--- src/rtl/fetch_unit.sv ---
// Instruction-fetch stage: owns the PC, drives synchronous-read BIOS/IMEM addresses,
// steers the returned word downstream and parks in a fault state on an illegal target.
module fetch_unit #(
    parameter logic [31:0] RESET_PC    = 32'h4000_0000,
    parameter int          BIOS_AWIDTH = 12,
    parameter int          IMEM_AWIDTH = 14,
    parameter logic [31:0] NOP_INSTR   = 32'h0000_0013
) (
    input  logic                   clk,
    input  logic                   rst,
    input  logic                   stall,
    input  logic                   redirect_valid,
    input  logic [31:0]            redirect_pc,
    output logic [BIOS_AWIDTH-1:0] bios_addr,
    input  logic [31:0]            bios_dout,
    output logic [IMEM_AWIDTH-1:0] imem_addr,
    input  logic [31:0]            imem_dout,
    output logic [31:0]            instruction_o,
    output logic [31:0]            pc_o,
    output logic [31:0]            pc_plus4_o,
    output logic                   valid_o,
    output logic                   fault_o,
    output logic [31:0]            fault_pc_o,
    output logic [31:0]            fetch_count_o
);

    typedef enum logic {RUN, FAULT} state_t;

    state_t      state_reg, state_next;
    logic [31:0] pc_reg, pc_next;
    logic [31:0] fault_pc_reg, fault_pc_next;
    logic [31:0] fetch_count_reg;
    logic        src_reg;
    logic        legal;
    logic        valid;

    // Next PC drives the memories directly, so a stalled cycle re-reads the same word.
    always_comb begin
        if (rst)
            pc_next = RESET_PC;
        else if (state_reg == FAULT)
            pc_next = pc_reg;
        else if (redirect_valid)
            pc_next = redirect_pc;
        else if (stall)
            pc_next = pc_reg;
        else
            pc_next = pc_reg + 32'd4;
    end

    assign legal = (pc_next[1:0] == 2'b00) &&
                   ((pc_next[31:28] == 4'h4) || (pc_next[31:28] == 4'h1));

    always_comb begin
        state_next    = state_reg;
        fault_pc_next = fault_pc_reg;
        valid         = 1'b0;
        case (state_reg)
            RUN: begin
                valid = !redirect_valid;
                if (!legal) begin
                    state_next    = FAULT;
                    fault_pc_next = pc_next;
                end
            end
            FAULT: begin
                valid = 1'b0;
            end
            default: begin
                state_next = FAULT;
            end
        endcase
    end

    always_ff @(posedge clk) begin
        if (rst) begin
            state_reg       <= RUN;
            pc_reg          <= RESET_PC;
            src_reg         <= RESET_PC[30];
            fault_pc_reg    <= 32'd0;
            fetch_count_reg <= 32'd0;
        end else begin
            state_reg    <= state_next;
            fault_pc_reg <= fault_pc_next;
            src_reg      <= pc_next[30];
            // An illegal target is recorded but never becomes the architectural PC.
            if (state_reg == RUN && legal)
                pc_reg <= pc_next;
            if (valid && !stall)
                fetch_count_reg <= fetch_count_reg + 32'd1;
        end
    end

    assign bios_addr     = pc_next[BIOS_AWIDTH+1:2];
    assign imem_addr     = pc_next[IMEM_AWIDTH+1:2];
    assign instruction_o = valid ? (src_reg ? bios_dout : imem_dout) : NOP_INSTR;
    assign pc_o          = pc_reg;
    assign pc_plus4_o    = pc_reg + 32'd4;
    assign valid_o       = valid;
    assign fault_o       = (state_reg == FAULT);
    assign fault_pc_o    = fault_pc_reg;
    assign fetch_count_o = fetch_count_reg;

endmodule

--- config.mk ---
export PLATFORM = sky130hd
export DESIGN_NAME = fetch_unit
export DESIGN_NICKNAME = d
export VERILOG_FILES = /design/src/rtl/fetch_unit.sv
export SDC_FILE = /design/constraint.sdc
export NUM_CORES = 1
export LEC_CHECK = 0
export ABC_AREA = 0
export CAP_MARGIN = 0
export CELL_PAD_IN_SITES_DETAIL_PLACEMENT = 1
export CELL_PAD_IN_SITES_GLOBAL_PLACEMENT = 1
export CORE_MARGIN = 4
export CORE_UTILIZATION = 31
export CTS_CLUSTER_DIAMETER = 60
export DETAILED_ROUTE_END_ITERATION = 10
export HOLD_SLACK_MARGIN = 0.03
export PLACE_DENSITY = 0.82
export REMOVE_ABC_BUFFERS = 1
export SETUP_SLACK_MARGIN = 0.2
export SLEW_MARGIN = 20
export SYNTH_ARGS = -nofsm -noshare
export SYNTH_HDL_FRONTEND = slang
export SYNTH_SLANG_ARGS = --single-unit
export TNS_END_PERCENT = 50
--- constraint.sdc ---
create_clock -name clk -period 5 [get_ports clk]
set_clock_uncertainty 0.15 [all_clocks]
set_input_delay 1.5 -clock clk [delete_from_list [all_inputs] [get_ports clk]]
set_output_delay 1.5 -clock clk [all_outputs]
set_load 0.05 [all_outputs]
==> results.yml, run 1 <==
run_status:
  status: "finished clean"
grt:
  grt_pass1_vias: 8123
  grt_overflow_total: 0
  grt_max_degree: 41
  grt_usage: 0.241
  antenna_found_initial: 0
  grt_first_pass_wirelength_um: 47300
power:
  powerDensity_nw_per_um2: 328
  p_leak_nw: 4.20
  vdd_ir_drop_max_v: 0.000167
floorplan:
  initial_utilization: 0.316
  dieWidth_um: 157
  die_h_um: 157
  coreArea_um2: 21900
  dieArea_um2: 24800
  io_pins: 288
  num_rows: 54
synthesis:
  synth_area_leaders: "dfxtp_1, mux2i_1, nor2_1"
  synthCells: 894
  synth_area_per_cell_um2: 7.75
  async_reset_ff_frac: 0
  yosysWarnings: 0
  ys.flop_type: "dfxtp_1"
  ys_ff_latch: 98
  synth_area_leader_cell: "dfxtp_1"
  synth_top_area_frac: 0.283
  synth-seq-area-share: 0.283
  synth_cell_type_count: 74
  syn-cell-area_um2: 6930
  synth_edf_count: 0
timing:
  setup_violations: 0
  max_slew.worst_pin.slew_ns: 1.01
  period_share: 0.960
  slew_viol_final: 0
  grt_setup_unrepaired: "yes"
  finalHoldViolations: 0
  max_freq_ghz: 0.208
  relSlewSlack: 0.327
  setup_slack_ns: 0.200
  finalCriticalPeriod_ns: 4.80
finish:
  multi_input_area_um2: 4500
  syn2layout_area_growth_pct: 55.5
  regArea_um2: 1970
  antenna_cells: 0
  nFillCells: 2543
  nets: 1241
  drive_gt1_frac: 0.171
  fin_util: 0.492
placed_design:
  gp_congestion: 0.894
  io_buffers: 287
  dp.final_hpwl_um: 23100
  preCtsSetupSlack_ns: -0.109
clocking:
  cts.sinks: 98
  cts_tree: "done"
  clock_path_buffers: 2
  clk_latency_ns: 0.36
  clk_pin_slew_ns: 0.07
  cts-root-buf: "clkbuf_16"
  cts-buffers-inserted: 9
  htree_levels: 3
route:
  vias_per_cell: 5.50
  drtIter0Drc: 505
  route.antenna.remaining_nets: 0
  wl_um: 30800
  wl_met3_um: 2080
  wl_per_cell_um: 21.6
  wl_met1_um: 13000
  drcViolationCount: 0
  drt_first_pass_iters: 5
  wl_met2_um: 15100
  top_layer_used: "met4"
  via_count: 7838
critical_path:
  path_class: "input port to output port"
  cp_data_arrival_time_ns: 3.15
  cp-start-kind: "input port"
  reg2reg_depth: 9
  endpoint_kind: "output port"
  path_max_fanout: 23
  cp.required_ns: 3.35
worst_hold_path:
  hold_class: "register to register"
  hold_path_depth: 2
flow_run:
  drv_cap: 0
-- per-layer routing --
metal | track usage | up-vias
met5 | 0 | -
met4 | 0.0635 | 0
met3 | 0.0445 | 40
met2 | 0.410 | 290
met1 | 0.313 | 3839
li1 | - | 3669
-- worst max-delay path: stages --
cell and delay, ns:
clkdlybuf4s50_1 0.51, buf_12 0.19, nand2b_1 0.13, buf_12 0.17
mux2i_1 0.14, nor2_2 0.29, buf_12 0.18
-- report_power, final --
| group | total (W) | internal (W) | leakage [nW] | switching, W |
|---|---|---|---|---|
| registers | 0.00100 | 0.000863 | 0.797 | 0.000137 |
| clock network | 0.000740 | 0.000403 | 0.149 | 0.000336 |
| logic | 0.00180 | 0.000655 | 3.26 | 0.00114 |
| total | 0.00354 | 0.00192 | 4.20 | 0.00162 |
-- synth_stat cells (all sizes together) (10+ instances only) --
library cell	n
or3	11
xnor2	30
a32oi	10
o311ai	21
nor2	120
nor4	16
mux2	17
buf	65
nand3	45
a21oi	20
and3	14
mux2i	52
inv	17
dfxtp	98
o21ai	19
nor3	17
nand2	78
o221ai	11
clkbuf	43
nor2b	32
xor2	33
nand4	36
-- placed cells by master (no fill, tap or decap), types with 8 or more instances in the layout --
master           instances
mux2i_1                 51
inv_1                   16
xor2_1                  31
mux2_1                  16
clkbuf_16                9
nor2_2                   9
nor3_1                  13
nor4_1                  10
and3_1                  14
clkdlybuf4s50_1        214
o21ai_0                 17
nand4_1                 35
dfxtp_1                 93
o221ai_1                11
buf_12                  37
o311ai_0                15
a32oi_1                 10
nor2_1                 108
nand3_1                 44
nand2_1                 77
a21oi_1                 18
nor2b_1                 31
or3_1                   10
buf_4                   87
a31oi_1                  8
xnor2_1                 30
-- final timing paths --
kind,from,end,slack [ns]
max,redirect_valid,imem_addr[10],0.20
min,fault_pc_o[1],fault_pc_o[1],0.32
max reg2reg,fault_o,fault_pc_o[23],1.23
min reg2reg,fault_pc_o[1],fault_pc_o[1],0.32
-- kinds of logic (layout without fill, tap and decap cells) --
kind of cell               count (synthesis)  in the layout  share of synthesized area
and+or+nand+nor                          393            393                      0.283
AOI/OAI and AO/OA                        143            143                      0.157
buffers and inverters                    126            376                     0.0907
DFF                                       98             98                      0.283
muxes                                     69             69                      0.103
xor gates and xnor gates                  63             63                     0.0796
adders and majority gates                  2              2                    0.00361
-- repair_timing --
action,4_1_cts,5_1_grt
hold buffers,0,0
gates cloned,0,0
buffers inserted,3,0
pin swaps,2,2
endpoints found under the setup margin,34,63
resized for setup,25,17
-- through the flow --
step	area, µm²	setup TNS, ns	cells	total power (W)	hold slack (ns)
6_report	10800	0	1424	0.00354	0.324
5_1_grt	10800	0	1424	0.00368	0.348
4_1_cts	10700	0	1424	0.00354	0.333
3_5_place_dp	10300	-0.657	1405	0.00279	0.319
3_3_place_gp	10300	-0.341	1405	0.00275	0.297
2_1_floorplan	6370	-23.66	786	0.00200	0.514
-- area by class of cell --
class,count,area share
Sequential cell,98,0.183
Clock buffer,10,0.0222
Tap cell,280,0.0325
Inverter,18,0.00627
Timing Repair Buffer,342,0.332
Multi-Input combinational cell,670,0.418
Clock inverter,6,0.00604
(Power assumes the default switching activity.)
==> run 2: changes to the inputs <==
--- a/config.mk
+++ b/config.mk
@@ -6,7 +6,7 @@
 export NUM_CORES = 1
 export LEC_CHECK = 0
 export ABC_AREA = 0
-export CAP_MARGIN = 0
+export CAP_MARGIN = 40
 export CELL_PAD_IN_SITES_DETAIL_PLACEMENT = 1
 export CELL_PAD_IN_SITES_GLOBAL_PLACEMENT = 1
 export CORE_MARGIN = 4
@@ -17,6 +17,7 @@
 export PLACE_DENSITY = 0.82
 export REMOVE_ABC_BUFFERS = 1
 export SETUP_SLACK_MARGIN = 0.2
+export SKIP_CTS_REPAIR_TIMING = 1
 export SLEW_MARGIN = 20
 export SYNTH_ARGS = -nofsm -noshare
 export SYNTH_HDL_FRONTEND = slang
==> run 2 against run 1 <==
Effect of this change: via count up 1.5%; die area is the same; sequential cell count is the same; sequential power about the same; clock power is 4.1% higher; critical path type is now register to output port.
==> results.yml, run 2 (synthesized netlist as in run 1, its figures left out) <==
run_status:
  status: "finished clean"
route:
  wl_met3_um: 2160
  via_count: 7956
  drcViolationCount: 0
  wl_met2_um: 15200
  drt_first_pass_iters: 5
  wl_met1_um: 13100
  wl_per_cell_um: 21.7
  wl_um: 30900
  route.antenna.remaining_nets: 0
  drtIter0Drc: 584
  top_layer_used: "met4"
  vias_per_cell: 5.58
clocking:
  clk_pin_slew_ns: 0.07
  cts-buffers-inserted: 9
  clk_latency_ns: 0.35
  cts-root-buf: "clkbuf_16"
  cts_tree: "done"
  htree_levels: 3
  cts.sinks: 98
  clock_path_buffers: 2
critical_path:
  path_cells: "nand3_1 > nor4_1 > buf_4 > nand3_1 > xnor2_1 > clkdlybuf4s50_1"
  endpoint_kind: "output port"
  cp_slowest_stage_delay_ns: 0.84
  cp-start-kind: "register"
  cp.required_ns: 3.35
  path_class: "register to output port"
  cp_data_arrival_time_ns: 3.08
  path_max_fanout: 10
  cp_common_cell: "nand3_1"
  crit_slowest_cell: "clkdlybuf4s50_1"
finish:
  nets: 1243
  final_cell_mix: "clkdlybuf4s50_1, nor2_1, dfxtp_1"
  nFillCells: 2555
  regArea_um2: 1970
  fin_util: 0.494
  final_common_cell: "clkdlybuf4s50_1"
  drive_gt1_frac: 0.166
  syn2layout_area_growth_pct: 56.1
  antenna_cells: 0
  multi_input_area_um2: 4470
worst_hold_path:
  hold_class: "register to register"
placed_design:
  gp_congestion: 0.894
  dp.final_hpwl_um: 23100
  io_buffers: 287
  preCtsSetupSlack_ns: -0.102
power:
  vdd_ir_drop_max_v: 0.000164
  p_leak_nw: 4.23
  powerDensity_nw_per_um2: 330
timing:
  finalHoldViolations: 0
  max_freq_ghz: 0.211
  slew_viol_final: 0
  setup_slack_ns: 0.270
  max_slew.worst_pin.slew_ns: 0.738
  grt_setup_unrepaired: "yes"
  relSlewSlack: 0.507
  period_share: 0.946
  setup_violations: 0
  finalCriticalPeriod_ns: 4.73
floorplan:
  initial_utilization: 0.316
  coreArea_um2: 21900
  num_rows: 54
  dieArea_um2: 24800
  io_pins: 288
  dieWidth_um: 157
  die_h_um: 157
grt:
  grt_max_degree: 41
  grt_usage: 0.240
  grt_first_pass_wirelength_um: 47400
  grt_pass1_vias: 8186
  grt_overflow_total: 0
  antenna_found_initial: 0
flow_run:
  drv_cap: 0
[run 2: cell types whose count changed in the layout (fill, tap and decap cells not counted), sizes merged]
cell,delta
clkdlybuf4s50,-1
dlygate4sd2,-1
clkinv,-1
bufinv,+1
dlymetal6s2s,+2
buf,+1
clkbuf,+1
[run 2: final timing paths]
kind	depth (start not counted)	startpoint	slack [ns]	to
worst max-delay path	6	pc_o[4]	0.27	pc_plus4_o[27]
worst min-delay path	2	fault_pc_o[0]	0.32	fault_pc_o[0]
worst max register to register	9	fault_o	1.11	fault_pc_o[18]
worst min register to register	2	fault_pc_o[0]	0.32	fault_pc_o[0]
[run 2: power by group]
part           total, W  leakage, nW  internal, W  switching, W
logic           0.00182         3.28     0.000659       0.00116
clock network  0.000770        0.153     0.000441      0.000329
registers      0.000989        0.797     0.000863      0.000126
[run 2: final cells by class]
cell class	instances	share of cell area
Inverter	18	0.00625
Clock buffer	10	0.0212
Clock inverter	6	0.00833
Multi-Input combinational cell	670	0.414
Sequential cell	98	0.182
Tap cell	280	0.0324
Timing Repair Buffer	344	0.336
[run 2: critical path, delay by kind of cell (launching register included)]
family	cells	cell delay, ns
buffers and inverters	2	1.05
xor gates and xnor gates	1	0.21
DFF	1	0.55
and+or+nand+nor	3	0.92
[run 2: layer usage]
metal | track usage | vias to the layer above
met5 | 0 | -
met4 | 0.0623 | 0
met3 | 0.0448 | 40
met2 | 0.407 | 313
met1 | 0.314 | 3923
li1 | - | 3680
[run 2: stage by stage]
| step | instance area, µm² | std cells | setup TNS, ns | total power, W | hold WS (ns) |
|---|---|---|---|---|---|
| detailed placement | 10300 | 1406 | -0.601 | 0.00279 | 0.313 |
| global route | 10800 | 1426 | 0 | 0.00372 | 0.345 |
| global placement | 10300 | 1405 | -0.341 | 0.00275 | 0.297 |
| finish | 10800 | 1426 | 0 | 0.00357 | 0.320 |
| floorplan | 6370 | 786 | -23.66 | 0.00200 | 0.514 |
| CTS | 10600 | 1422 | -1.10 | 0.00356 | 0.324 |
==> run 3: changes to the inputs <==
--- a/config.mk
+++ b/config.mk
@@ -10,11 +10,11 @@
 export CELL_PAD_IN_SITES_DETAIL_PLACEMENT = 1
 export CELL_PAD_IN_SITES_GLOBAL_PLACEMENT = 1
 export CORE_MARGIN = 4
-export CORE_UTILIZATION = 31
+export CORE_UTILIZATION = 33
 export CTS_CLUSTER_DIAMETER = 60
 export DETAILED_ROUTE_END_ITERATION = 10
 export HOLD_SLACK_MARGIN = 0.03
-export PLACE_DENSITY = 0.82
+export PLACE_DENSITY = 0.87
 export REMOVE_ABC_BUFFERS = 1
 export SETUP_SLACK_MARGIN = 0.2
 export SKIP_CTS_REPAIR_TIMING = 1
==> constraint.sdc (replaced) <==
create_clock -name clk -period 5.92 [get_ports clk]
set_clock_uncertainty 0.15 [all_clocks]
set_input_delay 1.776 -clock clk [delete_from_list [all_inputs] [get_ports clk]]
set_output_delay 1.776 -clock clk [all_outputs]
set_load 0.05 [all_outputs]
==> run 3 against run 2 <==
Effect of this change: die area decreased by 5.8%; register-to-register slack improved by 0.91 ns; sequential cell count unchanged; sequential share of layout area increased by 0.77 points; largest power group unchanged; global-route usage increased by 1.5 points.
==> results.yml, run 3 (synthesized netlist as in run 1, its figures left out) <==
worst_hold_path:
  hold_class: "register to register"
timing:
  slew_viol_final: 0
  max_slew.worst_pin.slew_ns: 0.819
  relSlewSlack: 0.449
  finalCriticalPeriod_ns: 5.65
  finalHoldViolations: 0
  grt_setup_unrepaired: "yes"
  max_freq_ghz: 0.177
  period_share: 0.954
  setup_violations: 0
floorplan:
  die_h_um: 153
  io_pins: 288
  coreArea_um2: 20400
  initial_utilization: 0.339
  dieArea_um2: 23400
  num_rows: 52
  dieWidth_um: 153
critical_path:
  path_class: "input port to output port"
  cp-start-kind: "input port"
  endpoint_kind: "output port"
  cp_data_arrival_time_ns: 3.72
  path_max_fanout: 6
  crit_slowest_cell: "clkdlybuf4s50_1"
  path_cells: "clkdlybuf4s50_1 > or2_2 > nor3_1 > xor2_1 > mux2i_1 > nor2_1 > buf_12"
  cp.required_ns: 3.99
  cp_slowest_stage_delay_ns: 0.41
grt:
  grt_usage: 0.255
  grt_overflow_total: 0
  antenna_found_initial: 0
  grt_max_degree: 48
  grt_pass1_vias: 8215
  grt_first_pass_wirelength_um: 48100
clocking:
  htree_levels: 3
  clock_path_buffers: 2
  clk_latency_ns: 0.36
  cts_tree: "done"
  cts.sinks: 98
  clk_pin_slew_ns: 0.07
  cts-root-buf: "clkbuf_16"
  cts-buffers-inserted: 9
route:
  wl_per_cell_um: 22.2
  wl_um: 30900
  drtIter0Drc: 536
  route.antenna.remaining_nets: 0
  via_count: 7954
  vias_per_cell: 5.71
  top_layer_used: "met4"
  wl_met1_um: 12800
  drt_first_pass_iters: 5
  wl_met3_um: 2070
  wl_met2_um: 15100
  drcViolationCount: 0
placed_design:
  gp_congestion: 0.895
  dp_cells: 1379
  dp.final_hpwl_um: 23300
  io_buffers: 287
finish:
  drive_gt1_frac: 0.124
  antenna_cells: 0
  final_common_cell: "clkdlybuf4s50_1"
  nets: 1222
  syn2layout_area_growth_pct: 49.5
  instances_no_fill: 1394
  final_cell_mix: "clkdlybuf4s50_1, nor2_1, dfxtp_1"
power:
  powerDensity_nw_per_um2: 279
  vdd_ir_drop_max_v: 0.000148
  fin_total_pwr_w: 0.00289
  p_leak_nw: 3.98
run_status:
  status: "finished clean"
flow_run:
  drv_cap: 0
[run 3: changes by cell type in the layout (fill, tap and decap cells not counted), sizes merged]
| cell | change |
|---|---|
| buf | -27 |
| clkinv | -2 |
| clkdlybuf4s50 | +10 |
| bufinv | -2 |
| clkbuf | +1 |
| dlymetal6s2s | -3 |
| clkinvlp | +1 |
[run 3: final timing paths]
kind	startpoint	end	slack, ns	cells past startpoint
max	stall	imem_addr[7]	0.27	7
min	fault_pc_o[1]	fault_pc_o[1]	0.32	2
max reg2reg	fault_o	fault_pc_o[4]	2.02	9
min reg2reg	fault_pc_o[1]	fault_pc_o[1]	0.32	2
[run 3: layer usage]
layer	global-route usage	vias up
met5	0	-
met4	0.0959	0
met3	0.0529	73
met2	0.427	337
met1	0.326	3906
li1	-	3638
[run 3: area by class of cell]
type / instances / area, µm²
clock buffers: 12 / 256
fillers: 2438 / 10100
inverters: 18 / 67.6
clock inverters: 3 / 23.8
multi-input cells: 670 / 4370
flip-flops and latches: 98 / 1960
repair buffers: 323 / 3340
well taps: 270 / 338
[run 3: power breakdown]
| part | switching, W | internal (W) |
|---|---|---|
| Clock | 0.000276 | 0.000308 |
| Sequential | 0.000118 | 0.000728 |
| Combinational | 0.000950 | 0.000510 |
| Total | 0.00134 | 0.00155 |
[run 3: metrics by stage]
stage	hold slack [ns]	setup TNS [ns]	utilization	area [µm²]	setup slack [ns]
after floorplan	0.514	-0.0487	-	6370	-0.0244
after global placement	0.296	0	0.491	10000	0.277
after detailed placement	0.302	0	0.493	10100	0.252
after CTS	0.311	0	0.506	10300	0.229
after global routing	0.352	0	0.507	10400	0.121
final	0.316	0	0.507	10400	0.275
[run 3: critical path: cells and delay by family]
family / cells / cell delay, ns
simple gates: 3 / 1.02
buf+inv: 2 / 0.61
xor+xnor: 1 / 0.18
mux: 1 / 0.13
